[src/rtl/mm_arb_pkg.sv]
// rtl/mm_arb_pkg.sv - shared constants and FSM state type for the register-port arbiter
package mm_arb_pkg;

    localparam logic [1:0] ADDR_FIFO = 2'd0;
    localparam logic [1:0] ADDR_STAT = 2'd1;
    localparam logic [1:0] ADDR_MEM  = 2'd2;
    localparam logic [1:0] ADDR_BAD  = 2'd3;

    localparam int STAT_EMPTY_BIT = 0;
    localparam int STAT_FULL_BIT  = 1;

    typedef enum logic [2:0] {
        IDLE  = 3'd0,
        CHK   = 3'd1,
        CHKW  = 3'd2,
        ISSUE = 3'd3,
        CAPT  = 3'd4,
        RESP  = 3'd5
    } state_t;

endpackage

[src/rtl/rr_pick.sv]
// rtl/rr_pick.sv - combinational round-robin picker, first request after last_grant wins
module rr_pick #(
    parameter int NREQ = 4,
    parameter int IW   = $clog2(NREQ)
) (
    input  logic [NREQ-1:0] req,
    input  logic [IW-1:0]   last_grant,
    output logic [NREQ-1:0] gnt,
    output logic [IW-1:0]   idx,
    output logic            any
);

    int   cand;
    logic found;

    // scan from the requester after last_grant, wrapping, and keep the first hit
    always_comb begin
        gnt   = '0;
        idx   = '0;
        found = 1'b0;
        cand  = 0;
        for (int k = 1; k <= NREQ; k++) begin
            cand = (int'(last_grant) + k) % NREQ;
            if (!found && req[IW'(cand)]) begin
                found            = 1'b1;
                gnt[IW'(cand)]   = 1'b1;
                idx              = IW'(cand);
            end
        end
    end

    assign any = |req;

endmodule

[src/rtl/mm_port_arbiter.sv]
// rtl/mm_port_arbiter.sv - round-robin arbiter for the shared register port; MM_FULL_GUARD_EN adds FIFO status pre-check
module mm_port_arbiter
    import mm_arb_pkg::*;
#(
    parameter int NREQ = 4
) (
    input  logic              clk,
    input  logic              rst,
    input  logic [NREQ-1:0]   req_valid,
    input  logic [2*NREQ-1:0] req_addr,
    input  logic [NREQ-1:0]   req_write,
    input  logic [8*NREQ-1:0] req_wdata,
    output logic [NREQ-1:0]   req_ready,
    output logic [NREQ-1:0]   rsp_valid,
    output logic [7:0]        rsp_rdata,
    output logic              rsp_err,
    output logic              busy,
    output logic              mm_enable,
    output logic [1:0]        mm_addr,
    output logic              mm_write,
    output logic              mm_read,
    output logic [7:0]        mm_wdata,
    input  logic [7:0]        mm_rdata
);

    localparam int IW = $clog2(NREQ);

    state_t          state;
    state_t          state_n;
    logic [IW-1:0]   last_grant;
    logic [IW-1:0]   cur_idx;
    logic [1:0]      cur_addr;
    logic            cur_wr;
    logic [7:0]      cur_wdata;
    logic            err_q;
    logic [7:0]      rd_q;

    logic [NREQ-1:0] pick_gnt;
    logic [IW-1:0]   pick_idx;
    logic            pick_any;
    logic [1:0]      sel_addr;
    logic            sel_wr;
    logic [7:0]      sel_wdata;

    rr_pick #(.NREQ(NREQ), .IW(IW)) u_pick (
        .req        (req_valid),
        .last_grant (last_grant),
        .gnt        (pick_gnt),
        .idx        (pick_idx),
        .any        (pick_any)
    );

    assign sel_addr  = req_addr[2*int'(pick_idx) +: 2];
    assign sel_wr    = req_write[pick_idx];
    assign sel_wdata = req_wdata[8*int'(pick_idx) +: 8];

`ifdef MM_FULL_GUARD_EN
    logic chk_fail;
    // a FIFO write is refused when full, a FIFO read when empty
    assign chk_fail = cur_wr ? mm_rdata[STAT_FULL_BIT] : mm_rdata[STAT_EMPTY_BIT];
`endif

    // state register
    always_ff @(posedge clk) begin
        if (rst) begin
            state <= IDLE;
        end else begin
            state <= state_n;
        end
    end

    // next-state logic; requests are only looked at in IDLE
    always_comb begin
        state_n = state;
        case (state)
            IDLE: begin
                if (pick_any) begin
                    if (sel_addr == ADDR_BAD) begin
                        state_n = RESP;
`ifdef MM_FULL_GUARD_EN
                    end else if (sel_addr == ADDR_FIFO) begin
                        state_n = CHK;
`endif
                    end else begin
                        state_n = ISSUE;
                    end
                end
            end
            CHK:     state_n = CHKW;
`ifdef MM_FULL_GUARD_EN
            CHKW:    state_n = chk_fail ? RESP : ISSUE;
`else
            CHKW:    state_n = IDLE;
`endif
            ISSUE:   state_n = CAPT;
            CAPT:    state_n = RESP;
            RESP:    state_n = IDLE;
            default: state_n = IDLE;
        endcase
    end

    // transaction capture, read data capture and priority rotation
    always_ff @(posedge clk) begin
        if (rst) begin
            last_grant <= IW'(NREQ - 1);
            cur_idx    <= '0;
            cur_addr   <= '0;
            cur_wr     <= 1'b0;
            cur_wdata  <= '0;
            err_q      <= 1'b0;
            rd_q       <= '0;
        end else begin
            case (state)
                IDLE: begin
                    if (pick_any) begin
                        cur_idx   <= pick_idx;
                        cur_addr  <= sel_addr;
                        cur_wr    <= sel_wr;
                        cur_wdata <= sel_wdata;
                        err_q     <= (sel_addr == ADDR_BAD);
                        rd_q      <= '0;
                    end
                end
`ifdef MM_FULL_GUARD_EN
                CHKW:    err_q <= chk_fail;
`endif
                CAPT:    rd_q <= cur_wr ? 8'd0 : mm_rdata;
                RESP:    last_grant <= cur_idx;
                default: ;
            endcase
        end
    end

    // outputs decoded from the current state; no accept while reset is asserted
    always_comb begin
        req_ready = '0;
        rsp_valid = '0;
        rsp_rdata = '0;
        rsp_err   = 1'b0;
        mm_enable = 1'b0;
        mm_addr   = '0;
        mm_write  = 1'b0;
        mm_read   = 1'b0;
        mm_wdata  = '0;
        case (state)
            IDLE: begin
                if (!rst && pick_any) begin
                    req_ready = pick_gnt;
                end
            end
            CHK: begin
                mm_enable = 1'b1;
                mm_read   = 1'b1;
                mm_addr   = ADDR_STAT;
            end
            ISSUE: begin
                mm_enable = 1'b1;
                mm_addr   = cur_addr;
                mm_write  = cur_wr;
                mm_read   = ~cur_wr;
                mm_wdata  = cur_wr ? cur_wdata : 8'd0;
            end
            RESP: begin
                rsp_valid[cur_idx] = 1'b1;
                rsp_rdata          = rd_q;
                rsp_err            = err_q;
            end
            default: ;
        endcase
    end

    assign busy = (state != IDLE);

endmodule

[config.mk]
export PLATFORM = sky130hd
export DESIGN_NAME = mm_port_arbiter
export DESIGN_NICKNAME = d
export VERILOG_FILES = /design/src/rtl/mm_arb_pkg.sv /design/src/rtl/rr_pick.sv /design/src/rtl/mm_port_arbiter.sv
export SDC_FILE = /design/constraint.sdc
export NUM_CORES = 1
export LEC_CHECK = 0
export ABC_AREA = 1
export ABC_CLOCK_PERIOD_IN_PS = 3900
export CAP_MARGIN = 15
export CELL_PAD_IN_SITES_DETAIL_PLACEMENT = 1
export CELL_PAD_IN_SITES_GLOBAL_PLACEMENT = 2
export CORE_MARGIN = 2
export CORE_UTILIZATION = 22
export CTS_CLUSTER_DIAMETER = 100
export DETAILED_ROUTE_END_ITERATION = 8
export PLACE_DENSITY_LB_ADDON = 0.05
export SLEW_MARGIN = 5
export SYNTH_ARGS = -nofsm -noshare
export SYNTH_HDL_FRONTEND = slang
export SYNTH_SLANG_ARGS = --single-unit
[constraint.sdc]
create_clock -name clk -period 3.9 [get_ports clk]
set_input_delay 0.78 -clock clk [delete_from_list [all_inputs] [get_ports clk]]
set_output_delay 0.78 -clock clk [all_outputs]
set_load 0.005 [all_outputs]
### Word-level counts from Yosys, hierarchy flattened

Index checks and enable logic that the tools add are counted.
Widths: inputs -> output; s select.

| cells by class | value |
|---|---|
| muxes and demuxes | 52 |
| $mul | 0 |
| $add $sub $neg | 4 |
| bitwise operators | 4 |
| divide/modulo/power cells | 0 |
| order comparisons | 11 |
| reductions and logical operators | 20 |
| shift-type cells | 2 |
| eq/ne operators | 6 |

Operators by type and width:

| operator | count |
|---|---|
| $mux 8 | 5 |
| $shiftx 32x6->8 | 1 |
| $mux 4 | 7 |
| $mux 1 | 20 |
| $lt 2x4->1 const B | 4 |
| $pmux 8 s2 | 1 |
| $or 4x4->4 | 3 |
| $pmux 3 s4 | 1 |
| $bmux 1 s2 | 5 |
| $demux 1 s2 | 5 |
| $ge 2x1->1 const B | 5 |
| $logic_and 1x1->1 | 9 |
| $mux 2 | 4 |
| $shiftx 8x4->2 | 1 |
| $eq 3x3->1 const B | 2 |
| $lt 2x3->1 const B | 2 |
| $mux 3 | 2 |
| $add 2x1->2 const B | 2 |
| $add 2x2->2 const B | 2 |
| $logic_not 1->1 | 4 |
| $pmux 2 s2 | 1 |
| $reduce_and 2->1 | 2 |
| $reduce_or 4->1 | 1 |
| $eq 3x1->1 const B | 1 |
| 9 further kinds | 9 |

| storage, ports and cells | value |
|---|---|
| memories kept | 0 |
| output and inout bits | 31 |
| memory bits (read-only) | 0 |
| bits in latches | 0 |
| input bits | 58 |
| register bits | 27 |
| bits in writable memories | 0 |
| word-level logic and storage cells | 107 |

### Longest topological paths before layout

| depth | value |
|---|---|
| depth in word-level cells | 19 |
| gate-level depth with buffers | 17 |
| gate-level depth less buffers | 17 |

### Cells and area by module

From an unflattened synthesis, not the netlist that was laid out.

| unflattened totals | value |
|---|---|
| cells, all modules | 353 |
| area, all modules | 2144.6 um2 |

By module, submodules not included:

| module | cells each | area an instance (um2) | sequential area each (um2) | times used |
|---|---|---|---|---|
| mm_port_arbiter | 257 | 1589.0 | 540.5 | 1 |
| rr_pick | 96 | 555.5 | 0.0 | 1 |

### Least setup slack after synthesis

OpenSTA, ideal clock, no wires.

| timing | value |
|---|---|
| path type | register to output |
| from | reg last_grant[0] |
| to | out req_ready[3] |
| required time | 3.120 ns |
| path buffers | 0 |
| path slack | 1.179 ns |
| cell stages (with the launch flop) | 11 |
| arrival | 1.941 ns |
| cell sequence | dfxtp_1 > inv_2 > ha_1 > inv_1 > nand3_1 > nand2_2 > nor2_8 > nand3_1 > inv_1 > nand3_1 > a31oi_1 |

| on the way | value |
|---|---|
| longest elaborated chain between the ends | 16 |
| elaborated cells between the ends (all ways) | 54 |
| classes of those cells | add/sub (4); order compare (8); mux (29); bitwise (3); reduce/logical (10) |

Ends and longest elaborated chain:

| item | line | source |
|---|---|---|
| start: declaration | mm_port_arbiter.sv:30 | `logic [IW-1:0] last_grant;` |
| start signal: assignment | mm_port_arbiter.sv:105 | `last_grant <= IW'(NREQ - 1);` |
| start signal: assignment | mm_port_arbiter.sv:128 | `RESP: last_grant <= cur_idx;` |
| parallel branches: the longest is 13 deep, another holds $lt 2x4->1 | - |  |
| $mux 4 (*) | rr_pick.sv:24 | `if (!found && req[IW'(cand)]) begin` |
| $mux 4 (*) | mm_port_arbiter.sv:147 | `if (!rst && pick_any) begin` |
| $mux 4 (*) | mm_port_arbiter.sv:145 | `case (state)` |
| end: declaration | mm_port_arbiter.sv:13 | `output logic [NREQ-1:0] req_ready,` |

Every way passes the cells marked *. The select of a mux whose other input is x is not followed.

### Worst setup path after layout

| timing | value |
|---|---|
| from | in req_valid[2] |
| to | out req_ready[2] |

| on the way | value |
|---|---|
| longest elaborated chain between the ends | 15 |
| elaborated cells between the ends (all ways) | 32 |
| classes of those cells | mux (21); bitwise (3); reduce/logical (8) |

Ends and longest elaborated chain:

| item | line | source |
|---|---|---|
| start: declaration | mm_port_arbiter.sv:9 | `input logic [NREQ-1:0] req_valid,` |
| $bmux 1 s2 | rr_pick.sv:24 |  |
| $mux 1 (implied by the code) (2 in series) | rr_pick.sv:24 |  |
| $mux 1 | rr_pick.sv:24 |  |
| $logic_not 1->1 | rr_pick.sv:24 |  |
| $logic_and 1x1->1 | rr_pick.sv:24 |  |
| $mux 1 | rr_pick.sv:24 |  |
| $logic_not 1->1 | rr_pick.sv:24 |  |
| $logic_and 1x1->1 | rr_pick.sv:24 |  |
| $mux 1 | rr_pick.sv:24 |  |
| $logic_not 1->1 | rr_pick.sv:24 |  |
| $logic_and 1x1->1 | rr_pick.sv:24 |  |
| $mux 4 | rr_pick.sv:24 |  |
| $mux 4 (*) | mm_port_arbiter.sv:147 |  |
| $mux 4 (*) | mm_port_arbiter.sv:145 |  |

Every way passes the cells marked *; elsewhere a longest branch is shown, timed or not. The select of a mux whose other input is x is not followed.

==> summary.txt <==
Clock network
  – Worst-Skew Late Latency: 280 ps
  – CTS tree: built
  – Clk buf depth: 2
  – CTS Root Cell: clkbuf_8
  – Clock-pin slew on the worst setup and hold paths: 110 ps
  – Post-CTS Setup Inserts: 0
  – Clk sinks: 27
  – Htree depth: 1
  – CTS Buf Count: 3

Outcome
  – Status: finished clean

Final layout
  – Commonest non-fill, non-tap cells in the layout: 88 x clkdlybuf4s50_1, 83 x nand2_1, 65 x inv_1
  – Final net count: 499
  – Finished Cell Area: 3120 um2
  – Area Overhead vs Synth: 51.0%
  – Share of layout cells above drive strength 1: 4.86%
  – Commonest non-fill, non-tap cell in the layout: clkdlybuf4s50_1
  – Antenna cells: 0
  – Util after Layout: 34.0%

STA
  – Final hold violation count: 0
  – WHS: 469 ps
  – Fmax: 275 MHz
  – Crit path time final: 3640 ps
  – Final Cycle Share: 93.3%
  – Max Slew Vio Count: 0
  – Normalized max-slew margin: 39.1%
  – Post-route setup TNS: 0 ps
  – Final setup violation count: 0
  – RSZ-0062 raised after global routing: false
  – Worst Tran Pin Value: 907 ps
  – Final Skew: 12.3 ps

Logic synthesis
  – Largest family of logic cells by synthesized area: simple AND/OR/NAND/NOR gates
  – Mapped Nets: 409
  – Mapped Area: 2070 um2
  – Post-Synth XOR/XNOR Area: 0%
  – Sequential area share after synthesis: 26.1%
  – Synth Area in Compound Gates: 19.9%
  – Mean area per synthesized cell: 6.03 um2
  – Ys Warns: 0
  – Count of unique library cells instantiated by Yosys: 32
  – Portion of netlist area occupied by mux cells: 0.967%
  – Cells after Synth: 343
  – Synthesized flop and latch total: 27
  – Post-synthesis adder-cell area fraction: 4.84%
  – Simple-gate share of the synthesized area: 33.1%

Run
  – Max_cap viols: 0

Global routing
  – Total Routing Usage GR: 14.4%
  – Pin count of the biggest net entering global routing: 38
  – First-pass GRT wire length: 11800 um
  – Initial antenna violation count: 0
  – Overflow left after global routing: 0
  – Vias in the first global route: 2512

Setup path
  – Most common cell on crit path: nand3_1
  – Reg2Reg Setup Slack: 1090 ps
  – Critical Path Start Type: primary input
  – WP buf/inv: 4
  – Crit. End Element: primary output
  – Worst r2r path cells: 17
  – R2R Path Start: last_grant[1]$_SDFFE_PP1N_
  – Worst R2R End: state[1]$_SDFFE_PP0P_
  – Worst EP required: 3120 ps
  – Worst-path cell chain: clkdlybuf4s50_1, inv_1, nand2_1, nand3_1, nand2_2, nor2_8, nand3_1, inv_1, nand3_1, a31oi_1, clkdlybuf4s50_1
  – CP top delay family: buffers and inverters
  – CP max stage delay: 520 ps
  – CP Max Fanout: 7
  – Worst setup path start: req_valid[2]
  – CP arrival: 2860 ps
  – Crit path kind: in2out
  – Worst setup path endpoint: req_ready[2]
  – Critical Path Slowest Stage Cell: clkdlybuf4s50_1
  – WP depth: 11

Pwr
  – Leak: 1.34 nW
  – VDD IR max: 0.000159 V
  – Power Density: 472 nW/um2

Detailed routing
  – Wire per inst: 13.2 um
  – WL final: 7170 um
  – Vias per cell: 4.47
  – DR iter-0 viols: 38
  – ANT nets after route: 0
  – # DRC: 0
  – TritonRoute pass-1 iters: 4
  – Via count: 2428

Placement
  – Final HPWL DP: 5810 um
  – I/O Buffers: 88
  – DP Area: 3070 um2
  – RePlAce Congestion: 0.755

Floorplan
  – Row count: 35
  – Core Area: 9200 um2
  – Initial core utilization: 22.5%
  – Die height: 101 um
  – Die Wd: 101 um
  – Area of the die: 10200 um2
  – Num ports: 89

Worst hold path
  – Hold WC Path Type: reg2reg
==> repair_timing <==
action                     CTS  global route
gates resized for setup      0             1
setup endpoints to repair    0             4
hold buffers                 0             0
==> registers in the layout, indices dropped and copies added, names as in the netlist <==
| name | flops |
|---|---|
| rd_q | 8 |
| err_q | 1 |
| cur_wr | 1 |
| state | 3 |
| cur_wdata | 8 |
| cur_idx | 2 |
| cur_addr | 2 |
| last_grant | 2 |
==> logic make-up (layout without fill, tap and decap cells) <==
family | count (synthesis) | count (layout)
AND/OR/NAND/NOR | 158 | 158
buffers and inverters | 77 | 166
flip-flops | 27 | 27
multiplexers | 2 | 2
AO/OA/AOI/OAI | 71 | 71
adder cells (fa/ha/maj) | 8 | 8
==> cells in the mapped netlist <==
| cell | count | area, um2 |
|---|---|---|
| a21boi_0 | 1 | 7.51 |
| nand2_1 | 83 | 312 |
| nand2_2 | 4 | 25.0 |
| nand4_1 | 3 | 18.8 |
| inv_1 | 65 | 244 |
| o221ai_1 | 2 | 17.5 |
| o211ai_1 | 9 | 67.6 |
| o21ai_0 | 9 | 45.0 |
| clkbuf_1 | 4 | 15.0 |
| o21ai_2 | 1 | 8.76 |
| nor2_1 | 35 | 131 |
| nand4_2 | 1 | 12.5 |
| a31oi_1 | 4 | 25.0 |
| buf_6 | 2 | 22.5 |
| a21oi_1 | 29 | 145 |
| nor4_1 | 1 | 6.26 |
| clkinv_1 | 2 | 7.51 |
| nor3_1 | 3 | 15.0 |
| a22oi_1 | 2 | 15.0 |
| nand3_1 | 23 | 115 |
| dfxtp_1 | 27 | 541 |
| o21ai_1 | 11 | 55.1 |
| nor2_8 | 1 | 20.0 |
| nor2_2 | 1 | 6.26 |
| ha_1 | 8 | 100 |
| mux2i_1 | 2 | 20.0 |
| o21a_1 | 1 | 7.51 |
| nand2_4 | 1 | 11.3 |
| inv_2 | 2 | 7.51 |
| and2_1 | 2 | 12.5 |
| buf_4 | 2 | 15.0 |
| a32oi_1 | 2 | 17.5 |
==> tightest hold or removal path: stages, from the launching register on <==
cell     delay, ps
dfxtp_1        330
nand2_1         60
a21oi_1         50
==> layer usage <==
metal	up-vias	global-route usage, %	routed length, um
li1	1268	-	-
met1	1100	16.8	3140
met2	56	26.3	3530
met3	4	3.74	429
met4	0	3.43	71
met5	-	0	0
==> worst min path at each step <==
stage	start	end	cells past startpoint
6_report	rd_q[3]$_SDFFE_PP0P_	rd_q[3]$_SDFFE_PP0P_	2
3_5_place_dp	rd_q[3]$_SDFFE_PP0P_	rd_q[3]$_SDFFE_PP0P_	2
3_3_place_gp	rd_q[7]$_SDFFE_PP0P_	rd_q[7]$_SDFFE_PP0P_	2
4_1_cts	rd_q[3]$_SDFFE_PP0P_	rd_q[3]$_SDFFE_PP0P_	2
5_1_grt	rd_q[2]$_SDFFE_PP0P_	rd_q[2]$_SDFFE_PP0P_	2
2_1_floorplan	rd_q[0]$_SDFFE_PP0P_	rd_q[0]$_SDFFE_PP0P_	2
==> power by group <==
| group | total (W) | internal (W) | switching [W] |
|---|---|---|---|
| clock | 0.000171 | 0.0000727 | 0.0000979 |
| combinational | 0.000892 | 0.000341 | 0.000551 |
| sequential | 0.000412 | 0.000360 | 0.0000514 |
==> final cells by class <==
type                    instances  area, um2
fillers                      1198       6070
repair buffers                 93        918
clock inverters                 1       7.51
clock buffers                   3       41.3
well taps                     111        139
flip-flops and latches         27        542
multi-input cells             239       1220
inverters                      69        259
==> per-stage QoR <==
| step | setup slack [ps] | total power, W | cells |
|---|---|---|---|
| 2_1_floorplan | 1180 | 0.00102 | 343 |
| 3_3_place_gp | 254 | 0.00132 | 539 |
| 3_5_place_dp | 220 | 0.00133 | 539 |
| 4_1_cts | 172 | 0.00150 | 543 |
| 5_1_grt | 46.7 | 0.00164 | 543 |
| 6_report | 259 | 0.00147 | 543 |
(Power assumes the default switching activity.)
